### config.mk
export PLATFORM = sky130hd
export DESIGN_NAME = serv_csr_mirq_flat
export DESIGN_NICKNAME = d
export VERILOG_FILES = /design/src/rtl/serv_csr_mirq_if.sv /design/src/rtl/serv_csr_mirq.sv /design/src/flat_wrapper.sv
export SDC_FILE = /design/constraint.sdc
export NUM_CORES = 1
export LEC_CHECK = 0
export BUFFER_PORTS_ARGS = -buffer_cell sky130_fd_sc_hd__buf_2
export CAP_MARGIN = 10
export CORE_ASPECT_RATIO = 0.75
export CORE_MARGIN = 4
export CORE_UTILIZATION = 43
export DETAILED_ROUTE_END_ITERATION = 6
export PLACE_DENSITY = 0.73
export SYNTH_ARGS = -nofsm -noshare
export SYNTH_HDL_FRONTEND = slang
export SYNTH_SLANG_ARGS = --single-unit
### constraint.sdc
create_clock -name i_clk -period 1.4 [get_ports i_clk]
set_input_delay 0.21 -clock i_clk [delete_from_list [all_inputs] [get_ports i_clk]]
set_output_delay 0.21 -clock i_clk [all_outputs]
set_load 0.005 [all_outputs]
### src/rtl/serv_csr_mirq_if.sv
// CSR select/data bus between the SERV decoder/register-file side and serv_csr_mirq.
// W is the serial beat width and must match the attached serv_csr_mirq instance.
interface serv_csr_mirq_if #(
  parameter int W = 1
);
  logic         i_mstatus_en;
  logic         i_mie_en;
  logic         i_mip_en;
  logic         i_mcause_en;
  logic [1:0]   i_csr_source;
  logic         i_csr_d_sel;
  logic [W-1:0] i_rf_csr_out;
  logic [W-1:0] i_csr_imm;
  logic [W-1:0] i_rs1;
  logic [W-1:0] o_csr_in;
  logic [W-1:0] o_q;

  modport master (
    output i_mstatus_en, i_mie_en, i_mip_en, i_mcause_en,
    output i_csr_source, i_csr_d_sel, i_rf_csr_out, i_csr_imm, i_rs1,
    input  o_csr_in, o_q
  );

  modport slave (
    input  i_mstatus_en, i_mie_en, i_mip_en, i_mcause_en,
    input  i_csr_source, i_csr_d_sel, i_rf_csr_out, i_csr_imm, i_rs1,
    output o_csr_in, o_q
  );
endinterface

### src/rtl/serv_csr_mirq.sv
// Bit-serial machine-mode CSR unit with msip/mtip/meip interrupt sources and W-bit beats.
// Optional feature macro SERV_CSR_MPIE_RW_EN: mstatus.MPIE readable/writable, mret sets it.
module serv_csr_mirq #(
  parameter        RESET_STRATEGY = "MINI",
  parameter int    W = 1,
  parameter int    B = W - 1
) (
  input  logic           i_clk,
  input  logic           i_rst,
  input  logic           i_init,
  input  logic           i_en,
  input  logic           i_cnt0to3,
  input  logic           i_cnt3,
  input  logic           i_cnt7,
  input  logic           i_cnt11,
  input  logic           i_cnt_done,
  input  logic           i_mem_op,
  input  logic           i_mem_cmd,
  input  logic           i_e_op,
  input  logic           i_ebreak,
  input  logic           i_trap,
  input  logic           i_mret,
  input  logic [2:0]     i_irq,
  serv_csr_mirq_if.slave csr,
  output logic           o_new_irq
);
  localparam bit          RST_EN = (RESET_STRATEGY != "NONE");
  localparam int unsigned L3  = 3 % W;
  localparam int unsigned L7  = 7 % W;
  localparam int unsigned L11 = 11 % W;

  logic [B:0] csr_out;
  logic [B:0] csr_d;
  logic [B:0] csr_in;
  logic [B:0] mcause_rd;
  logic [7:0] mcause_pad;
  logic [7:0] csr_in_pad;
  logic [2:0] pending;
  logic [2:0] new_src;
  logic [3:0] exc_code;
  logic       trap_done;

  logic       mstatus_mie_q, mstatus_mie_d;
  logic       mpie_q, mpie_d;
  logic [2:0] mie_q, mie_d;
  logic [2:0] irq_r_q, irq_r_d;
  logic       new_irq_q, new_irq_d;
  logic [3:0] irq_code_q, irq_code_d;
  logic [3:0] mcause_lo_q, mcause_lo_d;
  logic       mcause31_q, mcause31_d;

  assign mcause_pad = {4'b0000, mcause_lo_q};
  assign csr_in_pad = 8'(csr_in);

  // With W=1 the low mcause nibble is a rotating shift register; wider beats expose it on beat 0.
  always_comb begin
    mcause_rd = '0;
    if (W == 1) mcause_rd[0] = mcause_lo_q[0];
    else        mcause_rd    = mcause_pad[B:0];
  end

  always_comb begin
    csr_out = csr.i_rf_csr_out;
    if (csr.i_mstatus_en & i_en & i_cnt3) csr_out[L3] = csr_out[L3] | mstatus_mie_q;
`ifdef SERV_CSR_MPIE_RW_EN
    if (csr.i_mstatus_en & i_en & i_cnt7) csr_out[L7] = csr_out[L7] | mpie_q;
`endif
    if (csr.i_mie_en & i_en & i_cnt3)  csr_out[L3]  = csr_out[L3]  | mie_q[0];
    if (csr.i_mie_en & i_en & i_cnt7)  csr_out[L7]  = csr_out[L7]  | mie_q[1];
    if (csr.i_mie_en & i_en & i_cnt11) csr_out[L11] = csr_out[L11] | mie_q[2];
    if (csr.i_mip_en & i_en & i_cnt3)  csr_out[L3]  = csr_out[L3]  | i_irq[0];
    if (csr.i_mip_en & i_en & i_cnt7)  csr_out[L7]  = csr_out[L7]  | i_irq[1];
    if (csr.i_mip_en & i_en & i_cnt11) csr_out[L11] = csr_out[L11] | i_irq[2];
    if (csr.i_mcause_en & i_en & i_cnt0to3)  csr_out = csr_out | mcause_rd;
    if (csr.i_mcause_en & i_en & i_cnt_done) csr_out[B] = csr_out[B] | mcause31_q;
  end

  always_comb begin
    csr_d = csr.i_csr_d_sel ? csr.i_csr_imm : csr.i_rs1;
    unique case (csr.i_csr_source)
      2'b01:   csr_in = csr_d;
      2'b10:   csr_in = csr_out | csr_d;
      2'b11:   csr_in = csr_out & ~csr_d;
      default: csr_in = csr_out;
    endcase
  end

  assign csr.o_csr_in = csr_in;
  assign csr.o_q      = csr_out;
  assign o_new_irq    = new_irq_q;

  always_comb begin
    if (i_e_op)        exc_code = i_ebreak ? 4'b0011 : 4'b1011;
    else if (i_mem_op) exc_code = i_mem_cmd ? 4'b0110 : 4'b0100;
    else               exc_code = 4'b0000;
  end

  always_comb begin
    pending    = i_irq & mie_q & {3{mstatus_mie_q}};
    new_src    = pending & ~irq_r_q;
    trap_done  = i_trap & i_cnt_done;
    irq_r_d    = irq_r_q;
    new_irq_d  = new_irq_q;
    irq_code_d = irq_code_q;
    if (!i_init & i_cnt_done) begin
      irq_r_d   = pending;
      new_irq_d = |new_src;
      if (new_src[2])      irq_code_d = 4'b1011;
      else if (new_src[0]) irq_code_d = 4'b0011;
      else if (new_src[1]) irq_code_d = 4'b0111;
    end

    mie_d = mie_q;
    if (csr.i_mie_en & i_en) begin
      if (i_cnt3)  mie_d[0] = csr_in[L3];
      if (i_cnt7)  mie_d[1] = csr_in[L7];
      if (i_cnt11) mie_d[2] = csr_in[L11];
    end

    mstatus_mie_d = mstatus_mie_q;
    if (trap_done)                                 mstatus_mie_d = 1'b0;
    else if (i_mret)                               mstatus_mie_d = mpie_q;
    else if (csr.i_mstatus_en & i_cnt3 & i_en)     mstatus_mie_d = csr_in[L3];

    mpie_d = mpie_q;
    if (trap_done)                                 mpie_d = mstatus_mie_q;
`ifdef SERV_CSR_MPIE_RW_EN
    else if (i_mret)                               mpie_d = 1'b1;
    else if (csr.i_mstatus_en & i_cnt7 & i_en)     mpie_d = csr_in[L7];
`endif

    mcause_lo_d = mcause_lo_q;
    mcause31_d  = mcause31_q;
    if (trap_done) begin
      mcause31_d  = new_irq_q;
      mcause_lo_d = new_irq_q ? irq_code_q : exc_code;
    end else begin
      if (csr.i_mcause_en & i_en & i_cnt0to3)
        mcause_lo_d = (W == 1) ? {csr_in_pad[0], mcause_lo_q[3:1]} : csr_in_pad[3:0];
      if (csr.i_mcause_en & i_cnt_done) mcause31_d = csr_in[B];
    end
  end

  always_ff @(posedge i_clk) begin
    if (RST_EN && i_rst) begin
      mstatus_mie_q <= 1'b0;
      mie_q         <= '0;
      irq_r_q       <= '0;
      new_irq_q     <= 1'b0;
    end else begin
      mstatus_mie_q <= mstatus_mie_d;
      mie_q         <= mie_d;
      irq_r_q       <= irq_r_d;
      new_irq_q     <= new_irq_d;
    end
  end

  always_ff @(posedge i_clk) begin
    mpie_q      <= mpie_d;
    irq_code_q  <= irq_code_d;
    mcause_lo_q <= mcause_lo_d;
    mcause31_q  <= mcause31_d;
  end
endmodule

### src/flat_wrapper.sv
// flat-port wrapper written by rule: the top's interface ports become plain ports
module serv_csr_mirq_flat 
#(
  parameter        RESET_STRATEGY = "    ",
  parameter int    W = 1,
  parameter int    B = W - 1
)
  (i_clk, i_rst, i_init, i_en, i_cnt0to3, i_cnt3, i_cnt7, i_cnt11, i_cnt_done, i_mem_op, i_mem_cmd, i_e_op, i_ebreak, i_trap, i_mret, i_irq, o_new_irq, csr_i_mstatus_en, csr_i_mie_en, csr_i_mip_en, csr_i_mcause_en, csr_i_csr_source, csr_i_csr_d_sel, csr_i_rf_csr_out, csr_i_csr_imm, csr_i_rs1, csr_o_csr_in, csr_o_q);
  serv_csr_mirq_if #(.W(W)) csr_i ();
  input  logic i_clk;
  input  logic i_rst;
  input  logic i_init;
  input  logic i_en;
  input  logic i_cnt0to3;
  input  logic i_cnt3;
  input  logic i_cnt7;
  input  logic i_cnt11;
  input  logic i_cnt_done;
  input  logic i_mem_op;
  input  logic i_mem_cmd;
  input  logic i_e_op;
  input  logic i_ebreak;
  input  logic i_trap;
  input  logic i_mret;
  input  logic [2:0] i_irq;
  output logic o_new_irq;
  input wire logic [$bits(csr_i.i_mstatus_en)-1:0] csr_i_mstatus_en;
  input wire logic [$bits(csr_i.i_mie_en)-1:0] csr_i_mie_en;
  input wire logic [$bits(csr_i.i_mip_en)-1:0] csr_i_mip_en;
  input wire logic [$bits(csr_i.i_mcause_en)-1:0] csr_i_mcause_en;
  input wire logic [$bits(csr_i.i_csr_source)-1:0] csr_i_csr_source;
  input wire logic [$bits(csr_i.i_csr_d_sel)-1:0] csr_i_csr_d_sel;
  input wire logic [$bits(csr_i.i_rf_csr_out)-1:0] csr_i_rf_csr_out;
  input wire logic [$bits(csr_i.i_csr_imm)-1:0] csr_i_csr_imm;
  input wire logic [$bits(csr_i.i_rs1)-1:0] csr_i_rs1;
  output wire logic [$bits(csr_i.o_csr_in)-1:0] csr_o_csr_in;
  output wire logic [$bits(csr_i.o_q)-1:0] csr_o_q;
  assign csr_i.i_mstatus_en = csr_i_mstatus_en;
  assign csr_i.i_mie_en = csr_i_mie_en;
  assign csr_i.i_mip_en = csr_i_mip_en;
  assign csr_i.i_mcause_en = csr_i_mcause_en;
  assign csr_i.i_csr_source = csr_i_csr_source;
  assign csr_i.i_csr_d_sel = csr_i_csr_d_sel;
  assign csr_i.i_rf_csr_out = csr_i_rf_csr_out;
  assign csr_i.i_csr_imm = csr_i_csr_imm;
  assign csr_i.i_rs1 = csr_i_rs1;
  assign csr_o_csr_in = csr_i.o_csr_in;
  assign csr_o_q = csr_i.o_q;
  serv_csr_mirq #(.RESET_STRATEGY(RESET_STRATEGY), .W(W), .B(B)) u_core (.i_clk(i_clk), .i_rst(i_rst), .i_init(i_init), .i_en(i_en), .i_cnt0to3(i_cnt0to3), .i_cnt3(i_cnt3), .i_cnt7(i_cnt7), .i_cnt11(i_cnt11), .i_cnt_done(i_cnt_done), .i_mem_op(i_mem_op), .i_mem_cmd(i_mem_cmd), .i_e_op(i_e_op), .i_ebreak(i_ebreak), .i_trap(i_trap), .i_mret(i_mret), .i_irq(i_irq), .csr(csr_i), .o_new_irq(o_new_irq));
endmodule
* Word-level counts from Yosys, hierarchy flattened
Cells that the tools add are included.
Cells by class: add/sub/neg operators 0, multipliers 0, div/mod/pow operators 0, magnitude comparators 0, equality and inequality tests 3, shift operators 0, multiplexer cells 24, bitwise operators 34, reduce and logical (&&, ||, !) cells 12
Operators by type and width (count):
- 2-to-1 mux 4 bit | 8
- bitwise AND 1 bit | 19
- 2-to-1 mux 1 bit | 14
- OR 1 bit | 10
- bitwise AND 3 bit | 3
- AND reduction 2 bit | 4
- nonzero test 2 bit | 3
- == test 2 bit (second input constant) | 2
- OR reduction 2 bit | 2
- inverter 3 bit | 1
- case mux 1 bit (3 select lines) | 1
- nonzero test 3 bit | 1
- OR reduction 3 bit | 1
- == test 2 x 1 -> 1 bit (second input constant) | 1
- 2-to-1 mux 2 bit | 1
- logical NOT 1 bit | 1
- inverter 1 bit | 1
Word-level totals: bits in registers 16, latch bits 0, RAM bits 0, ROM bits 0, output and inout bits 3, word-level logic and storage cells 84, memories kept 0

* Logic depth before layout (Yosys ltp)
Gate-level depths: netlist of run 1.
depth after elaboration 23, gate-level depth with buffers 5, gate-level depth less buffers 5

* Least setup slack after synthesis of run 1
Ideal clock, no wire load.
path kind register to register, from reg u_core.mie_q[0], to reg u_core.mcause_lo_q[3], data pin, library setup time 0.264 ns, arrival time 1.093 ns, required time 1.136 ns, slack 0.043 ns, stages on the path, launching flop included 5, path buffers 0, clock period less this slack 1.357 ns, cell sequence dfxtp_1 > a222oi_1 > o221ai_2 > nor2_1 > o22ai_1
On the way: word-level cells in the longest chain between the ends 20, elaborated cells between the ends (all ways) 21, those cells by class mux (11); bitwise (10)
Ends and longest elaborated chain:
- start, declared | line serv_csr_mirq.sv:45 | logic [2:0] mie_q, mie_d;
- start signal, assigned | line serv_csr_mirq.sv:152 | mie_q <= mie_d;
- OR 1 bit * | line serv_csr_mirq.sv:68 | if (csr.i_mie_en & i_en & i_cnt3) csr_out[L3] = csr_out[L3] | mie_q[0];
- 2-to-1 mux 1 bit * | line serv_csr_mirq.sv:68
- OR 1 bit | line serv_csr_mirq.sv:69 | if (csr.i_mie_en & i_en & i_cnt7) csr_out[L7] = csr_out[L7] | mie_q[1];
- 2-to-1 mux 1 bit * | line serv_csr_mirq.sv:69
- OR 1 bit | line serv_csr_mirq.sv:70 | if (csr.i_mie_en & i_en & i_cnt11) csr_out[L11] = csr_out[L11] | mie_q[2];
- 2-to-1 mux 1 bit * | line serv_csr_mirq.sv:70
- OR 1 bit | line serv_csr_mirq.sv:71 | if (csr.i_mip_en & i_en & i_cnt3) csr_out[L3] = csr_out[L3] | i_irq[0];
- 2-to-1 mux 1 bit * | line serv_csr_mirq.sv:71
- (+5 left out)
- 2-to-1 mux 1 bit * | line serv_csr_mirq.sv:74 | if (csr.i_mcause_en & i_en & i_cnt0to3) csr_out = csr_out | mcause_rd;
- OR 1 bit | line serv_csr_mirq.sv:75 | if (csr.i_mcause_en & i_en & i_cnt_done) csr_out[B] = csr_out[B] | mcause31_q;
- 2-to-1 mux 1 bit * | line serv_csr_mirq.sv:75
- bitwise AND 1 bit or OR 1 bit (tied branches) | line serv_csr_mirq.sv:83, serv_csr_mirq.sv:82
- case mux 1 bit (3 select lines) * | line serv_csr_mirq.sv:80 | unique case (csr.i_csr_source)
- 2-to-1 mux 4 bit * | line serv_csr_mirq.sv:138 | if (csr.i_mcause_en & i_en & i_cnt0to3)
- 2-to-1 mux 4 bit * | line serv_csr_mirq.sv:134 | if (trap_done) begin
- net u_core.mcause_lo_d[3] | line serv_csr_mirq.sv:49 | logic [3:0] mcause_lo_q, mcause_lo_d;
- end signal, assigned | line serv_csr_mirq.sv:161 | mcause_lo_q <= mcause_lo_d;
- end, declared | line serv_csr_mirq.sv:49
Mark *: on every way through the listed nets, which the timed path passes. The rest lies on a longest branch. The select of a mux whose other input is x is not followed. A chain may end at the register's enable or synchronous reset.

* Worst setup path after layout of run 1
from reg u_core.mie_q[0], to out csr_o_csr_in
On the way: word-level cells in the longest chain between the ends 18, elaborated cells between the ends (all ways) 19, those cells by class mux (9); bitwise (10)
Ends and longest elaborated chain:
- OR 1 bit * | line serv_csr_mirq.sv:68
- 2-to-1 mux 1 bit * | line serv_csr_mirq.sv:68
- OR 1 bit | line serv_csr_mirq.sv:69
- 2-to-1 mux 1 bit * | line serv_csr_mirq.sv:69
- OR 1 bit | line serv_csr_mirq.sv:70
- 2-to-1 mux 1 bit * | line serv_csr_mirq.sv:70
- OR 1 bit | line serv_csr_mirq.sv:71
- 2-to-1 mux 1 bit * | line serv_csr_mirq.sv:71
- (+2 left out)
- OR 1 bit | line serv_csr_mirq.sv:73 | if (csr.i_mip_en & i_en & i_cnt11) csr_out[L11] = csr_out[L11] | i_irq[2];
- 2-to-1 mux 1 bit * | line serv_csr_mirq.sv:73
- OR 1 bit | line serv_csr_mirq.sv:74
- 2-to-1 mux 1 bit * | line serv_csr_mirq.sv:74
- OR 1 bit | line serv_csr_mirq.sv:75
- 2-to-1 mux 1 bit * | line serv_csr_mirq.sv:75
- bitwise AND 1 bit or OR 1 bit (tied branches) | line serv_csr_mirq.sv:83, serv_csr_mirq.sv:82
- case mux 1 bit (3 select lines) * | line serv_csr_mirq.sv:80
- end, declared | line flat_wrapper.sv:36 | output wire logic [$bits(csr_i.o_csr_in)-1:0] csr_o_csr_in;
Mark *: on every way between the ends. The rest lies on a longest branch, timed or not.

==> metrics, run 1 <==
Largest stage delay, worst path 0.33 ns; WL final 2360 µm; total track usage 18.3%; syn_area_per_cell 9.10 µm²; Slew HR 74.2%; initial antenna violation count 0; gp weighted congestion 0.791; Hold Crit Class input pin to flip-flop; P_int 0.000791 W; gr ovfl total 0; Synth Flop Type edfxtp_1; Fin. Hold Viols 0; via count 930; switching power 0.000266 W; worst path required time 1.19 ns; Worst Setup SP u_core.mie_q[0]; clock latency at the later pin of the worst-skew pair 0.28 ns; WS Path Type flip-flop to primary output; # nets final 174; # diodes 0; HPWL after DPL 1880 µm; placed cell area 1150 µm²; Fillers 154; clock slew at reported path FFs 0.09 ns; Starting Density 47.9%; Syn Nets 124; Die Ht 47.0 µm; Seq pwr share 50.0%; transition time of the tightest slew-check pin 0.386 ns; First DRT Iteration DRCs 40; Synth Instances 96; Clock Skews 0.00518 ns; largest cells by area after synthesis edfxtp_1 (28%), dfxtp_1 (18%), nor2_1 (7.3%); CP Buf/Inv Count 2; largest net degree at the start of global routing 10; clock tree buffer depth 2; Detailed Routing Iterations Pass 1 5; worst vdd ir 0.657 mV; vias in the first global route 839; unrepaired setup endpoints after global routing true; Lkg Pwr 0.519 nW; Synth top area share 27.5%; area grow syn2layout 40.3%; count leader, synth nor2_1; delay-heaviest family, CP compound AO/OA/AOI/OAI gates; layout cells sized above 1 45.5%; setup ws final -0.336 ns; Gate power share 21.4%; post-layout util 67.2%; # Max-Cap Violations 0; YS warnings 0; first-pass GRT wire length 3740 µm; Final Cell Area 1220 µm²; drt drc 0; vias per cell 5.57; Post-synth EDFFs 8; list of most frequent post-synthesis cells nor2_1 (17), nand2_1 (9), a21oi_1 (8), dfxtp_1 (8), edfxtp_1 (8); Setup violations, final 8; Core Area 1820 µm²; R2R Path Start u_core.mie_q[0]; ANT nets after route 0; htree depth 1; WL per Instance 14.1 µm; total CTS buffers 3; post-synthesis register bit count 16; type of origin of the critical path flip-flop; PD cells 863 nW/µm²; register area share after synthesis 45.8%; chip width 60.0 µm; failing checks negative setup slack; element type at the critical path end primary output; period utilization 124%; Core Rows 13; minimum clock period 1.74 ns; cell chain of the critical path a222oi_1 -> buf_4 -> o221ai_2 -> nor2_2 -> nor2_1 -> buf_2; status finished with violations; Switching Share 25.2%; die footprint 2820 µm²; clock power share 28.6%; CTS tree done; hold_sp i_rst; area leader, netlist edfxtp_1; Critical Path AT 1.53 ns; Worst path slowest cell dfxtp_2; critical path fanouts, max 2; ys async rst share 0%; fmax 576 MHz; PortBufs 30; clock root buffer clkbuf_4; # clock sinks 16; Pins Over Slew Limit 0; Post-Synthesis Cell Area 873 µm²; synth unique cells 33; I/O pins 31
==> worst paths after layout <==
kind                                           to  slack (ns)  cells after the start
worst max-delay path                 csr_o_csr_in       -0.34                      6
worst max register to register    u_core.mie_q[1]       -0.11                      6
worst min-delay path              u_core.mie_q[1]        0.20                      2
worst min register to register  u_core.irq_r_q[0]        0.50                      2
==> kinds of logic after synthesis <==
family                 Yosys count  synth area share [%]
AO/OA/AOI/OAI                   29                  24.8
buffers and inverters            4                  1.86
flip-flops                      16                  45.8
multiplexers                     2                  2.72
AND/OR/NAND/NOR                 45                  24.8
==> cell type report <==
class	count	area [µm²]	area share, %
Timing Repair Buffer	47	278	22.7
Clock buffer	4	36.3	2.96
Sequential cell	16	404	33.0
Inverter	2	7.51	0.613
Multi-Input combinational cell	76	472	38.5
Tap cell	22	27.5	2.25
==> routing by layer <==
layer,track usage [%],wire length [µm],share of wire [%],vias to the layer above
li1,-,-,-,464
met1,23.1,1020,43,420
met2,30.4,1140,48,42
met3,5.77,174,7.4,4
met4,5.75,23,0.98,0
met5,0,0,0,-
==> metrics by stage <==
stage / std cells / setup TNS [ns] / power [W] / hold WS (ns) / setup WS (ns)
2_1_floorplan: 96 / 0 / 0.000634 / 0.296 / 0.0432
3_3_place_gp: 161 / -1.16 / 0.000742 / 0.472 / -0.167
3_5_place_dp: 161 / -1.36 / 0.000748 / 0.484 / -0.208
4_1_cts: 167 / -1.29 / 0.00106 / 0.196 / -0.365
5_1_grt: 167 / -2.01 / 0.00112 / 0.184 / -0.434
6_report: 167 / -1.22 / 0.00106 / 0.195 / -0.336
==> what timing repair did <==
item | in CTS | in global routing
hold buffers | 0 | 0
setup buffers | 2 | 0
gates resized for setup | 4 | 3
pin swaps | 2 | 2
endpoints found under the setup margin | 8 | 10
==> flip-flops by register name, indices dropped and copies added, names as in the netlist <==
register and count:
u_core.irq_code_q 2, u_core.irq_r_q 3, u_core.mcause31_q 1, u_core.mcause_lo_q 4, u_core.mie_q 3, u_core.mpie_q 1
u_core.mstatus_mie_q 1, u_core.o_new_irq 1
==> power by group through the flow <==
stage                     sequential (W)  combinational [W]  clock, W
after global routing            0.000531           0.000248  0.000343
after global placement          0.000537           0.000204         0
after floorplan                 0.000535          0.0000987         0
after CTS                       0.000528           0.000224  0.000311
after detailed placement        0.000538           0.000211         0
final                           0.000529           0.000226  0.000302
==> placed cells by master, fill, tap and decap left out, types with 2 or more instances in the layout <==
cell / n
nor2_1: 15
a222oi_1: 2
o21a_1: 3
dfxtp_1: 5
o221ai_2: 2
dfxtp_2: 3
a211oi_1: 2
nand2_1: 9
buf_4: 17
edfxtp_1: 8
nor2_2: 2
a21oi_1: 8
nand3_1: 6
nand2b_1: 3
buf_2: 30
clkbuf_4: 3
nor3b_1: 2
inv_1: 2
o21ai_0: 3
a211o_2: 2
Power figures use the tool's default switching activity.
==> inputs of run 2 (changes only) <==
--- a/config.mk
+++ b/config.mk
@@ -6,12 +6,12 @@
 export NUM_CORES = 1
 export LEC_CHECK = 0
 export BUFFER_PORTS_ARGS = -buffer_cell sky130_fd_sc_hd__buf_2
-export CAP_MARGIN = 10
+export CAP_MARGIN = 30
 export CORE_ASPECT_RATIO = 0.75
 export CORE_MARGIN = 4
 export CORE_UTILIZATION = 43
 export DETAILED_ROUTE_END_ITERATION = 6
-export PLACE_DENSITY = 0.73
+export PLACE_DENSITY = 0.71
 export SYNTH_ARGS = -nofsm -noshare
 export SYNTH_HDL_FRONTEND = slang
 export SYNTH_SLANG_ARGS = --single-unit
==> run 2 against run 1 <==
  * The flow still finishes with violations (negative setup slack)
  * Clock skew hardly changed
  * Total power is 2.4% higher
  * Setup slack worse by 0.077 ns
  * Largest power group unchanged
  * Critical path type unchanged
==> metrics, run 2 (same netlist as run 1, synthesis figures left out) <==
fmax 552 MHz; I/O pins 31; post-layout util 68.9%; die footprint 2820 µm²; Clock Skews 0.00547 ns; HPWL after DPL 1980 µm; gr ovfl total 0; vias in the first global route 894; total track usage 20.2%; WL per Instance 14.6 µm; # clock sinks 16; status finished with violations; hold_buf cts 0; setup ws final -0.413 ns; critical path fanouts, max 2; Core Rows 13; Lkg Pwr 0.533 nW; # nets final 176; period utilization 129%; Final Cell Area 1250 µm²; placed cell area 1150 µm²; unrepaired setup endpoints after global routing true; PD cells 863 nW/µm²; ANT nets after route 0; Slew HR 71.4%; type of origin of the critical path flip-flop; htree depth 1; WL final 2470 µm; Die Ht 47.0 µm; transition time of the tightest slew-check pin 0.429 ns; Core Area 1820 µm²; Critical Path AT 1.60 ns; WS Path Type flip-flop to primary output; Hold Crit Class input pin to flip-flop; Worst Setup SP u_core.mie_q[0]; Worst path slowest cell dfxtp_2; vias per cell 5.44; failing checks negative setup slack; layout cells sized above 1 45.6%; hold slack 0.186 ns; TNS Setup -2.33 ns; Largest stage delay, worst path 0.34 ns; PortBufs 30; cell chain of the critical path a222oi_1 -> buf_4 -> o221ai_4 -> nor2_2 -> nor2_1 -> buf_2; Most flops, register u_core.mcause_lo_q; element type at the critical path end primary output; clock slew at reported path FFs 0.10 ns; max reg flops 4; CTS tree done; Worst R2R Setup Slack -0.31 ns; worst-case reg-to-reg path depth 7; gp weighted congestion 0.753; worst path required time 1.19 ns; chip width 60.0 µm; most frequent cells in the layout buf_2 (30), buf_4 (19), nor2_1 (15); pre-CTS WS -0.249 ns; largest net degree at the start of global routing 10; worst vdd ir 0.589 mV; biggest regs u_core.mcause_lo_q (4), u_core.irq_r_q (3), u_core.mie_q (3); clock latency at the later pin of the worst-skew pair 0.30 ns; area grow syn2layout 43.7%; # Max-Cap Violations 0; Setup violations, final 8; reg2reg end u_core.mie_q[1]; clock tree buffer depth 2; Starting Density 47.9%; Detailed Routing Iterations Pass 1 4; drt drc 0; total CTS buffers 3; commonest non-fill, non-tap cell in the layout buf_2; first-pass GRT wire length 4060 µm; initial antenna violation count 0; Pins Over Slew Limit 0; Critical Path End csr_o_csr_in; R2R Path Start u_core.mie_q[0]; via count 920; Fin. Hold Viols 0; minimum clock period 1.81 ns; First DRT Iteration DRCs 29; # diodes 0; clock root buffer clkbuf_4
## run 2: worst min-delay path by stage
stage,from,to,depth (start not counted)
CTS,i_rst,u_core.irq_r_q[0],2
finish,i_rst,u_core.irq_r_q[0],2
global placement,u_core.irq_r_q[0],u_core.irq_r_q[0],2
floorplan,i_cnt3,u_core.mie_q[0],1
global route,i_rst,u_core.mie_q[1],2
detailed placement,u_core.irq_r_q[1],u_core.irq_r_q[1],2
## run 2: what timing repair did
action | in CTS | in global routing
setup endpoints to repair | 8 | 10
resized for setup | 3 | 4
buffers inserted | 3 | 2
pin swaps | 2 | 2
## run 2: critical path, delay by kind of cell (launching register included)
family                 cells  cell delay [ns]
and+or+nand+nor            2             0.18
buffers and inverters      2             0.33
AOI/OAI and AO/OA          2             0.45
DFF                        1             0.34
## run 2: final cells by class
cell class	count	area, µm²
clock buffer	4	36.3
multi-input combinational	76	489
sequential	16	402
tap	22	27.5
fill	159	567
inverter	2	7.51
timing repair buffer	49	293
## run 2: report_power, final
part           internal [W]  leakage (nW)  switching (W)
Clock              0.000159        0.0210       0.000152
Sequential         0.000517         0.141      0.0000119
Combinational      0.000126         0.370       0.000118
Total              0.000801         0.533       0.000282
## run 2: per-layer routing
layer  global-route usage [%]  vias to the layer above  share of wire, %
li1                         -                      463                 -
met2                     35.6                       20                51
met1                     25.3                      434                44
met4                     4.87                        0              0.65
met5                        0                        -                 0
met3                     4.95                        3               4.7
## run 2: per-stage QoR
step	instances	total power, W
floorplan	96	0.000634
global placement	161	0.000741
detailed placement	161	0.000752
CTS	168	0.00107
global route	169	0.00114
finish	169	0.00108
